`src/rtl/booth_pkg.sv`:
```
// rtl/booth_pkg.sv - shared Booth radix-4 digit and multiplier state types
package booth_pkg;

  typedef enum logic [2:0] {
    BD_ZERO,
    BD_POS1,
    BD_POS2,
    BD_NEG1,
    BD_NEG2
  } booth_digit_t;

  typedef enum logic [1:0] {
    ST_IDLE,
    ST_RUN,
    ST_DONE
  } mult_state_t;

  function automatic booth_digit_t booth_encode(input logic [2:0] window);
    booth_digit_t digit;
    case (window)
      3'b001, 3'b010: digit = BD_POS1;
      3'b011:         digit = BD_POS2;
      3'b100:         digit = BD_NEG2;
      3'b101, 3'b110: digit = BD_NEG1;
      default:        digit = BD_ZERO;
    endcase
    return digit;
  endfunction

endpackage

```
`src/rtl/booth_r4_digit_sel.sv`:
```
// rtl/booth_r4_digit_sel.sv - selects the magnitude multiple and negate flag for one Booth window
module booth_r4_digit_sel
  import booth_pkg::*;
#(
  parameter int WIDTH = 32
) (
  input  logic [2:0]       window,
  input  logic [WIDTH+1:0] mcand,
  output logic [WIDTH+2:0] multiple,
  output logic             negate
);

  booth_digit_t digit;

  // Negation is left to the consumer as ~multiple plus a carry-in.
  always_comb begin
    digit    = booth_encode(window);
    multiple = '0;
    negate   = 1'b0;
    case (digit)
      BD_POS1: multiple = {mcand[WIDTH+1], mcand};
      BD_POS2: multiple = {mcand, 1'b0};
      BD_NEG1: begin
        multiple = {mcand[WIDTH+1], mcand};
        negate   = 1'b1;
      end
      BD_NEG2: begin
        multiple = {mcand, 1'b0};
        negate   = 1'b1;
      end
      default: multiple = '0;
    endcase
  end

endmodule

```
`src/rtl/booth_r4_seq_mult.sv`:
```
// rtl/booth_r4_seq_mult.sv - sequential radix-4 Booth multiplier, one digit per clock
module booth_r4_seq_mult
  import booth_pkg::*;
#(
  parameter int WIDTH = 32,
  parameter int TAG_W = 4
) (
  input  logic               clk,
  input  logic               reset,
  input  logic               in_valid,
  output logic               in_ready,
  input  logic [WIDTH-1:0]   in_a,
  input  logic [WIDTH-1:0]   in_b,
  input  logic               in_signed,
  input  logic [TAG_W-1:0]   in_tag,
  output logic               out_valid,
  input  logic               out_ready,
  output logic [2*WIDTH-1:0] out_result,
  output logic [TAG_W-1:0]   out_tag
);

  localparam int CNT_W = $clog2(WIDTH/2 + 2);
  localparam logic [CNT_W-1:0] LAST_S = CNT_W'(WIDTH/2 - 1);
  localparam logic [CNT_W-1:0] LAST_U = CNT_W'(WIDTH/2);

  mult_state_t      state;
  logic [WIDTH+1:0] mcand;
  logic [WIDTH+2:0] acc;
  logic [WIDTH+1:0] breg;
  logic             bm1;
  logic             sgn;
  logic [TAG_W-1:0] tag;
  logic [CNT_W-1:0] cnt;

  logic [WIDTH+2:0]   multiple;
  logic               negate;
  logic [WIDTH+2:0]   sum;
  logic [WIDTH+2:0]   acc_nxt;
  logic [WIDTH+1:0]   breg_nxt;
  logic [2*WIDTH-1:0] prod;
  logic               last;

  booth_r4_digit_sel #(.WIDTH(WIDTH)) u_sel (
    .window   ({breg[1:0], bm1}),
    .mcand    (mcand),
    .multiple (multiple),
    .negate   (negate)
  );

  // {acc, breg} is one shift register; product low bits enter breg from the top.
  always_comb begin
    sum      = acc + (negate ? ~multiple : multiple) + {{(WIDTH+2){1'b0}}, negate};
    acc_nxt  = {{2{sum[WIDTH+2]}}, sum[WIDTH+2:2]};
    breg_nxt = {sum[1:0], breg[WIDTH+1:2]};
    // Unsigned runs one extra digit, so the product sits two bits lower.
    prod     = sgn ? {acc_nxt[WIDTH-1:0], breg_nxt[WIDTH+1:2]}
                   : {acc_nxt[WIDTH-3:0], breg_nxt};
    last     = (cnt == (sgn ? LAST_S : LAST_U));
  end

  always_ff @(posedge clk) begin
    if (reset) begin
      state      <= ST_IDLE;
      in_ready   <= 1'b1;
      out_valid  <= 1'b0;
      out_result <= '0;
      out_tag    <= '0;
      mcand      <= '0;
      acc        <= '0;
      breg       <= '0;
      bm1        <= 1'b0;
      sgn        <= 1'b0;
      tag        <= '0;
      cnt        <= '0;
    end else begin
      case (state)
        ST_IDLE: begin
          if (in_valid) begin
            mcand    <= in_signed ? {{2{in_a[WIDTH-1]}}, in_a} : {2'b00, in_a};
            breg     <= in_signed ? {{2{in_b[WIDTH-1]}}, in_b} : {2'b00, in_b};
            acc      <= '0;
            bm1      <= 1'b0;
            sgn      <= in_signed;
            tag      <= in_tag;
            cnt      <= '0;
            in_ready <= 1'b0;
            state    <= ST_RUN;
          end
        end
        ST_RUN: begin
          acc  <= acc_nxt;
          breg <= breg_nxt;
          bm1  <= breg[1];
          cnt  <= cnt + 1'b1;
          if (last) begin
            out_valid  <= 1'b1;
            out_result <= prod;
            out_tag    <= tag;
            state      <= ST_DONE;
          end
        end
        ST_DONE: begin
          if (out_ready) begin
            out_valid <= 1'b0;
            in_ready  <= 1'b1;
            state     <= ST_IDLE;
          end
        end
        default: begin
          state    <= ST_IDLE;
          in_ready <= 1'b1;
        end
      endcase
    end
  end

endmodule

```
`config.mk`:
```
export PLATFORM = sky130hd
export DESIGN_NAME = booth_r4_seq_mult
export DESIGN_NICKNAME = d
export VERILOG_FILES = /design/src/rtl/booth_pkg.sv /design/src/rtl/booth_r4_digit_sel.sv /design/src/rtl/booth_r4_seq_mult.sv
export SDC_FILE = /design/constraint.sdc
export NUM_CORES = 1
export LEC_CHECK = 0
export BUFFER_PORTS_ARGS = -buffer_cell sky130_fd_sc_hd__buf_2
export CELL_PAD_IN_SITES_DETAIL_PLACEMENT = 1
export CELL_PAD_IN_SITES_GLOBAL_PLACEMENT = 1
export CORE_AREA = 2 2 151 153
export DETAILED_ROUTE_END_ITERATION = 6
export DIE_AREA = 0 0 153 155
export PLACE_DENSITY = 0.9
export SYNTH_ARGS = -nofsm -noshare
export SYNTH_HDL_FRONTEND = slang
export SYNTH_SLANG_ARGS = --single-unit
```
`constraint.sdc`:
```
create_clock -name clk -period 9.25 [get_ports clk]
set_clock_uncertainty 0.1 [all_clocks]
set_input_delay 1.85 -clock clk [delete_from_list [all_inputs] [get_ports clk]]
set_output_delay 1.85 -clock clk [all_outputs]
set_load 0.01 [all_outputs]
```
* After elaboration in Yosys (flattened, before gate mapping)
Index checks and enable logic that the tools add are counted.
Widths: inputs -> output; s select.
** Cells by class
- Bitwise operators :: 2
- Muxes and demuxes :: 25
- Reduce and logical (&&, ||, !) cells :: 14
- Add/sub/neg operators :: 3
- Equality and inequality tests :: 16
** Operator list (count)
- $pmux 35 s2 :: 2
- $mux 34 :: 3
- $mux 35 :: 2
- $pmux 34 s2 :: 1
- $mux 64 :: 1
- $add 35x1->35 :: 1
- $add 35x35->35 :: 1
- $not 35->35 :: 1
- $eq 3x2->1 const B :: 4
- $eq 3x3->1 const B :: 4
- $pmux 3 s4 :: 1
- $mux 5 :: 2
- $pmux 5 s2 :: 1
- $reduce_or 2->1 :: 5
- $reduce_and 3->1 :: 3
- $eq 3x1->1 const B :: 2
- $mux 2 :: 3
- $ne 2x2->1 const B :: 3
- $pmux 2 s3 :: 1
- $reduce_and 2->1 :: 3
- $add 5x1->5 const B :: 1
- $eq 5x5->1 :: 1
- $mux 1 :: 5
- $pmux 1 s2 :: 2
- 6 further kinds :: 7
** Storage, ports and cells
- Bits of input ports :: 73
- Output and inout port bits :: 70
- Register bits after elaboration :: 186

* Longest topological paths before layout
- Word-level depth :: 11
- Mapped depth :: 17
- Depth with buffers taken out :: 15

* Modules after synthesis
From an unflattened synthesis, not the netlist that was laid out.
** Unflattened totals
- Cells, all modules :: 1363
- Area total of the unflattened synthesis :: 10941.7 um2
** By module, submodules not included
- booth_r4_seq_mult :: area each 9577.9 um2, times used 1, seq. area each 3663.5 um2, cells each 1163
- booth_r4_digit_sel :: area each 1363.8 um2, times used 1, seq. area each 0.0 um2, cells each 200

* Worst setup path before layout
No wires, ideal clock.
- Path type :: register to register
- From :: reg bm1
- To :: reg out_result[62]
- Buffers on the path :: 2
- Path slack :: 4.852 ns
- Data required time :: 9.034 ns
- Arrival :: 4.182 ns
- Stages on the path, launching flop included :: 17
- Path through :: dfxtp_1 > inv_1 > ha_1 > or3_1 > a32o_1 > buf_6 > buf_1 > xnor2_1 > fa_1 > a21o_1 > a221oi_1 > o221ai_1 > o2111ai_1 > a21o_1 > a31oi_1 > xor2_1 > a41o_1
** Between the ends
- Longest elaborated chain between the ends :: 11
- Elaborated cells on any way between the ends :: 23
- Those cells by class :: add/sub: 2; eq/ne: 10; mux: 5; bitwise: 1; reduce/logical: 5
** Ends and longest elaborated chain
- start, declared :: line booth_r4_seq_mult.sv:30 : logic bm1;
- start signal, assigned :: line booth_r4_seq_mult.sv:93 : bm1 <= breg[1];
- $eq 3x3->1, or another cell as far along :: line booth_pkg.sv:20 : case (window)
- $reduce_or 2->1 :: line booth_pkg.sv:20
- $pmux 3 s4 * :: line booth_pkg.sv:20
- $eq 3x2->1, or another cell as far along :: line booth_r4_digit_sel.sv:20 : case (digit)
- $reduce_or 2->1 (no line)
- $pmux 35 s2 :: line booth_r4_digit_sel.sv:20
- $not 35->35 :: line booth_r4_seq_mult.sv:52 : sum = acc + (negate ? ~multiple : multiple) + {{(WIDTH+2){1'b0}}, negate};
- $mux 35 :: line booth_r4_seq_mult.sv:52
- $add 35x35->35 :: line booth_r4_seq_mult.sv:52
- $add 35x1->35 * :: line booth_r4_seq_mult.sv:52
- $mux 64 * :: line booth_r4_seq_mult.sv:56 : prod = sgn ? {acc_nxt[WIDTH-1:0], breg_nxt[WIDTH+1:2]}
- end signal, assigned :: line booth_r4_seq_mult.sv:97 : out_result <= prod;
- end, declared :: line booth_r4_seq_mult.sv:18 : output logic [2*WIDTH-1:0] out_result,
Mark *: on every way between the ends. The rest lies on a longest branch, timed or not.
A chain may end at the register's enable or synchronous reset.

* Worst setup path after layout
- From :: reg bm1
- To :: reg out_result[56]
Same word-level chain as after synthesis.

==> summary.txt <==
Placement
  • Port Buffer Count: 142
  • Area after DPL: 10800 um2
  • GP Congestion: 0.9213
  • Post-DP HPWL: 22.32 mm

Drt
  • DRT Wirelength: 31.70 mm
  • Routed Antenna Nets: 0
  • DR iter-0 viols: 734
  • Met2 Routed Length: 14.19 mm
  • Routed wl met3: 1.855 mm
  • DR pass1 iterations: 5
  • Vias: 9685
  • Met1 wire length: 15.22 mm
  • Routed wire per std cell: 19.45 um
  • Post-route DRC: 0
  • Via density: 5.942
  • Top layer in use: met4

Pwr
  • Leakage: 4.559 nW
  • PD cells: 181.1 nW/um2
  • Maximum vdd drop: 0.0001153 V

Flow run
  • Max Cap Viol: 0

Setup path
  • Slowest stage delay, CP: 0.64 ns
  • R2R cell count: 15
  • Worst setup SP type: flip-flop
  • Required time of the critical path: 9.49 ns
  • Critical path's slowest cell: a221oi_1
  • Cell seen most often among critical-path stages: a21o_1
  • Crit path max fanout: 37
  • CP Capture Type: flip-flop
  • Crit path DAT: 5.33 ns
  • WS Path Type: reg2reg
  • CP cell instances: inv_1, ha_1, or3_1, a32o_2, buf_4, mux2_2, fa_1, a21o_1, a221oi_1, o221ai_1, o2111ai_1, a21o_1, xnor2_1, nand2_1, a311oi_1

Global route
  • Vias in the first global route: 9486
  • Total track usage: 0.2651
  • First-pass GRT wire length: 51.23 mm
  • Largest net degree at the start of global routing: 80
  • Global route overflow: 0
  • Initial antenna violation count: 1

STA
  • Setup TNS: 0 ns
  • Final setup fails: 0
  • Final period util: 0.5500
  • Fin. max-slew vios: 0
  • Max Clock Freq: 0.1966 GHz
  • Final hold viol count: 0
  • Measured slew at the worst slew-check pin: 0.9801 ns
  • Max_slew headroom: 0.3416
  • RSZ-0062 raised after global routing: no
  • Tmin final: 5.087 ns

Finish
  • Layout cells sized above 1: 0.1548
  • Area of the multi-input gates: 5878 um2
  • Fin nets: 1443
  • Finished Cell Area: 11440 um2
  • Fillers: 2730
  • Area growth, synth to finish: 14.68%
  • Storage cell area: 3665 um2

Hold path
  • Hold path depth: 2
  • HP Class: reg2reg

Clocking
  • H-tree Lvls: 4
  • Clock sinks: 183
  • Clock latency on the worst-skew pair: 0.44 ns
  • Post-CTS sizing: 0
  • Clock transition at path regs: 0.08 ns
  • Hold_buf cts: 0
  • Clk root buf: clkbuf_16
  • Number of setup buffers added after CTS: 0
  • Clock Path Buffers: 2
  • Num CTS Buffers: 17
  • CTS tree: built

Floorplan
  • DIE HEIGHT: 155 um
  • Die width: 153 um
  • Die area: 23720 um2
  • FP Rows: 55
  • Core footprint: 22230 um2
  • Initial core utilization: 0.4487
  • IO Pins: 143

Synth
  • Post-synth net total: 1367
  • Synth Instances: 1255
  • FFs w/ async S/R, synth: 0
  • FF+latch count, synth: 183
  • EDFF count, synth: 0
  • Yosys warning total: 0
  • Syn avg cell area: 7.947 um2
  • Predominant post-synthesis flop cell: dfxtp_1
  • Distinct cells, synth: 68
  • Syn Std Cell Area: 9973 um2
  • Sequential element share of the synthesized area: 0.3673

Outcome
  • Status: completed
## flip-flops by register name, indices dropped and copies added (netlist names)
name and count:
mcand 33, cnt 5, tag 4, state 2, out_valid 1, sgn 1, out_result 64, acc 33
in_ready 1, bm1 1, out_tag 4, breg 34
## final timing paths
| path | slack (ns) | start | to |
|---|---|---|---|
| worst min-delay path | 0.36 | tag[3] | tag[3] |
| worst max register to register | 4.16 | bm1 | out_result[56] |
| worst min register to register | 0.36 | tag[3] | tag[3] |
| worst max-delay path | 4.16 | bm1 | out_result[56] |
## metrics by stage
stage / worst slack (ns) / std cells / power, mW / hold WS [ns] / utilization
3_5_place_dp: 4.278 / 1597 / 1.290 / 0.3507 / 0.4857
6_report: 4.163 / 1630 / 2.071 / 0.3624 / 0.5146
4_1_cts: 4.227 / 1629 / 2.070 / 0.3641 / 0.5144
2_1_floorplan: 4.852 / 1255 / 1.160 / 0.3321 / -
3_3_place_gp: 4.407 / 1597 / 1.274 / 0.3389 / 0.4857
5_1_grt: 3.941 / 1630 / 2.161 / 0.3885 / 0.5146
## power by group
part | switching, mW | total, mW | internal [mW]
registers | 0.0328 | 0.855 | 0.822
logic | 0.285 | 0.430 | 0.146
clock network | 0.387 | 0.786 | 0.399
total | 0.704 | 2.07 | 1.37
## layout make-up
type	instances	share of cell area
clock inverter	15	0.01860
tap	285	0.03118
clock buffer	17	0.03720
antenna	1	0.0002188
sequential	183	0.3204
inverter	21	0.006892
timing repair buffer	156	0.07155
multi-input combinational	952	0.5139
## metal layers
layer	global-route usage	up-vias
met4	0.07143	0
li1	-	4676
met1	0.3844	4706
met5	0	-
met2	0.4119	271
met3	0.04011	32
## critical path, delay by kind of cell, from the launching register on
kind                     cells  cell delay (ns)
buffers and inverters        2             0.39
flip-flops                   1             0.39
AND/OR/NAND/NOR              2             0.49
XOR/XNOR                     1             0.24
AO/OA/AOI/OAI                7             2.41
adder cells (fa/ha/maj)      2             0.62
multiplexers                 1             0.35
## synth_stat cells (16+ instances only)
master,instances,area share
nor3_1,16,0.0080
o21ai_0,39,0.020
xnor2_1,46,0.040
a211oi_1,52,0.039
dfxtp_1,183,0.37
a21oi_1,95,0.048
inv_1,20,0.0075
a311oi_1,39,0.034
mux2i_1,37,0.037
clkbuf_1,80,0.030
nand3_1,36,0.018
nor2_1,148,0.056
nand2_1,198,0.075
a22oi_1,55,0.041
ha_1,38,0.048
## cell families (layout without fill, tap and decap cells)
family                     Yosys count  count (layout)  share of synthesized area
AOI/OAI and AO/OA                  372             372                     0.2602
xor gates and xnor gates            54              54                    0.04742
adders and majority gates           39              39                    0.04968
buffers and inverters              120             209                    0.04629
DFF                                183             183                     0.3673
muxes                               38              38                    0.03826
other                                0               1                          0
and+or+nand+nor                    449             449                     0.1908
## placed cells by master, fill, tap and decap left out, types with 3 or more instances in the layout
cell type / count
a32oi_1: 10
o21a_1: 6
clkbuf_16: 17
a22oi_1: 55
nand2b_1: 4
o221ai_1: 3
xor2_1: 8
inv_6: 4
nor3_1: 16
xnor2_1: 46
and3_1: 5
o21bai_1: 9
a21oi_1: 95
nor2_1: 145
inv_1: 20
dfxtp_1: 182
nand3_1: 36
buf_4: 15
a31oi_1: 10
a21o_1: 14
nor2b_1: 6
a211o_1: 3
mux2i_1: 37
ha_1: 38
and2_1: 5
nand4_1: 5
or3_1: 9
o21ai_0: 39
nand2_1: 198
a211oi_1: 52
o211ai_1: 5
buf_2: 141
inv_8: 3
or2_2: 3
a311oi_1: 39
clkinv_8: 5
No activity file was read; power rests on OpenSTA's default activity.
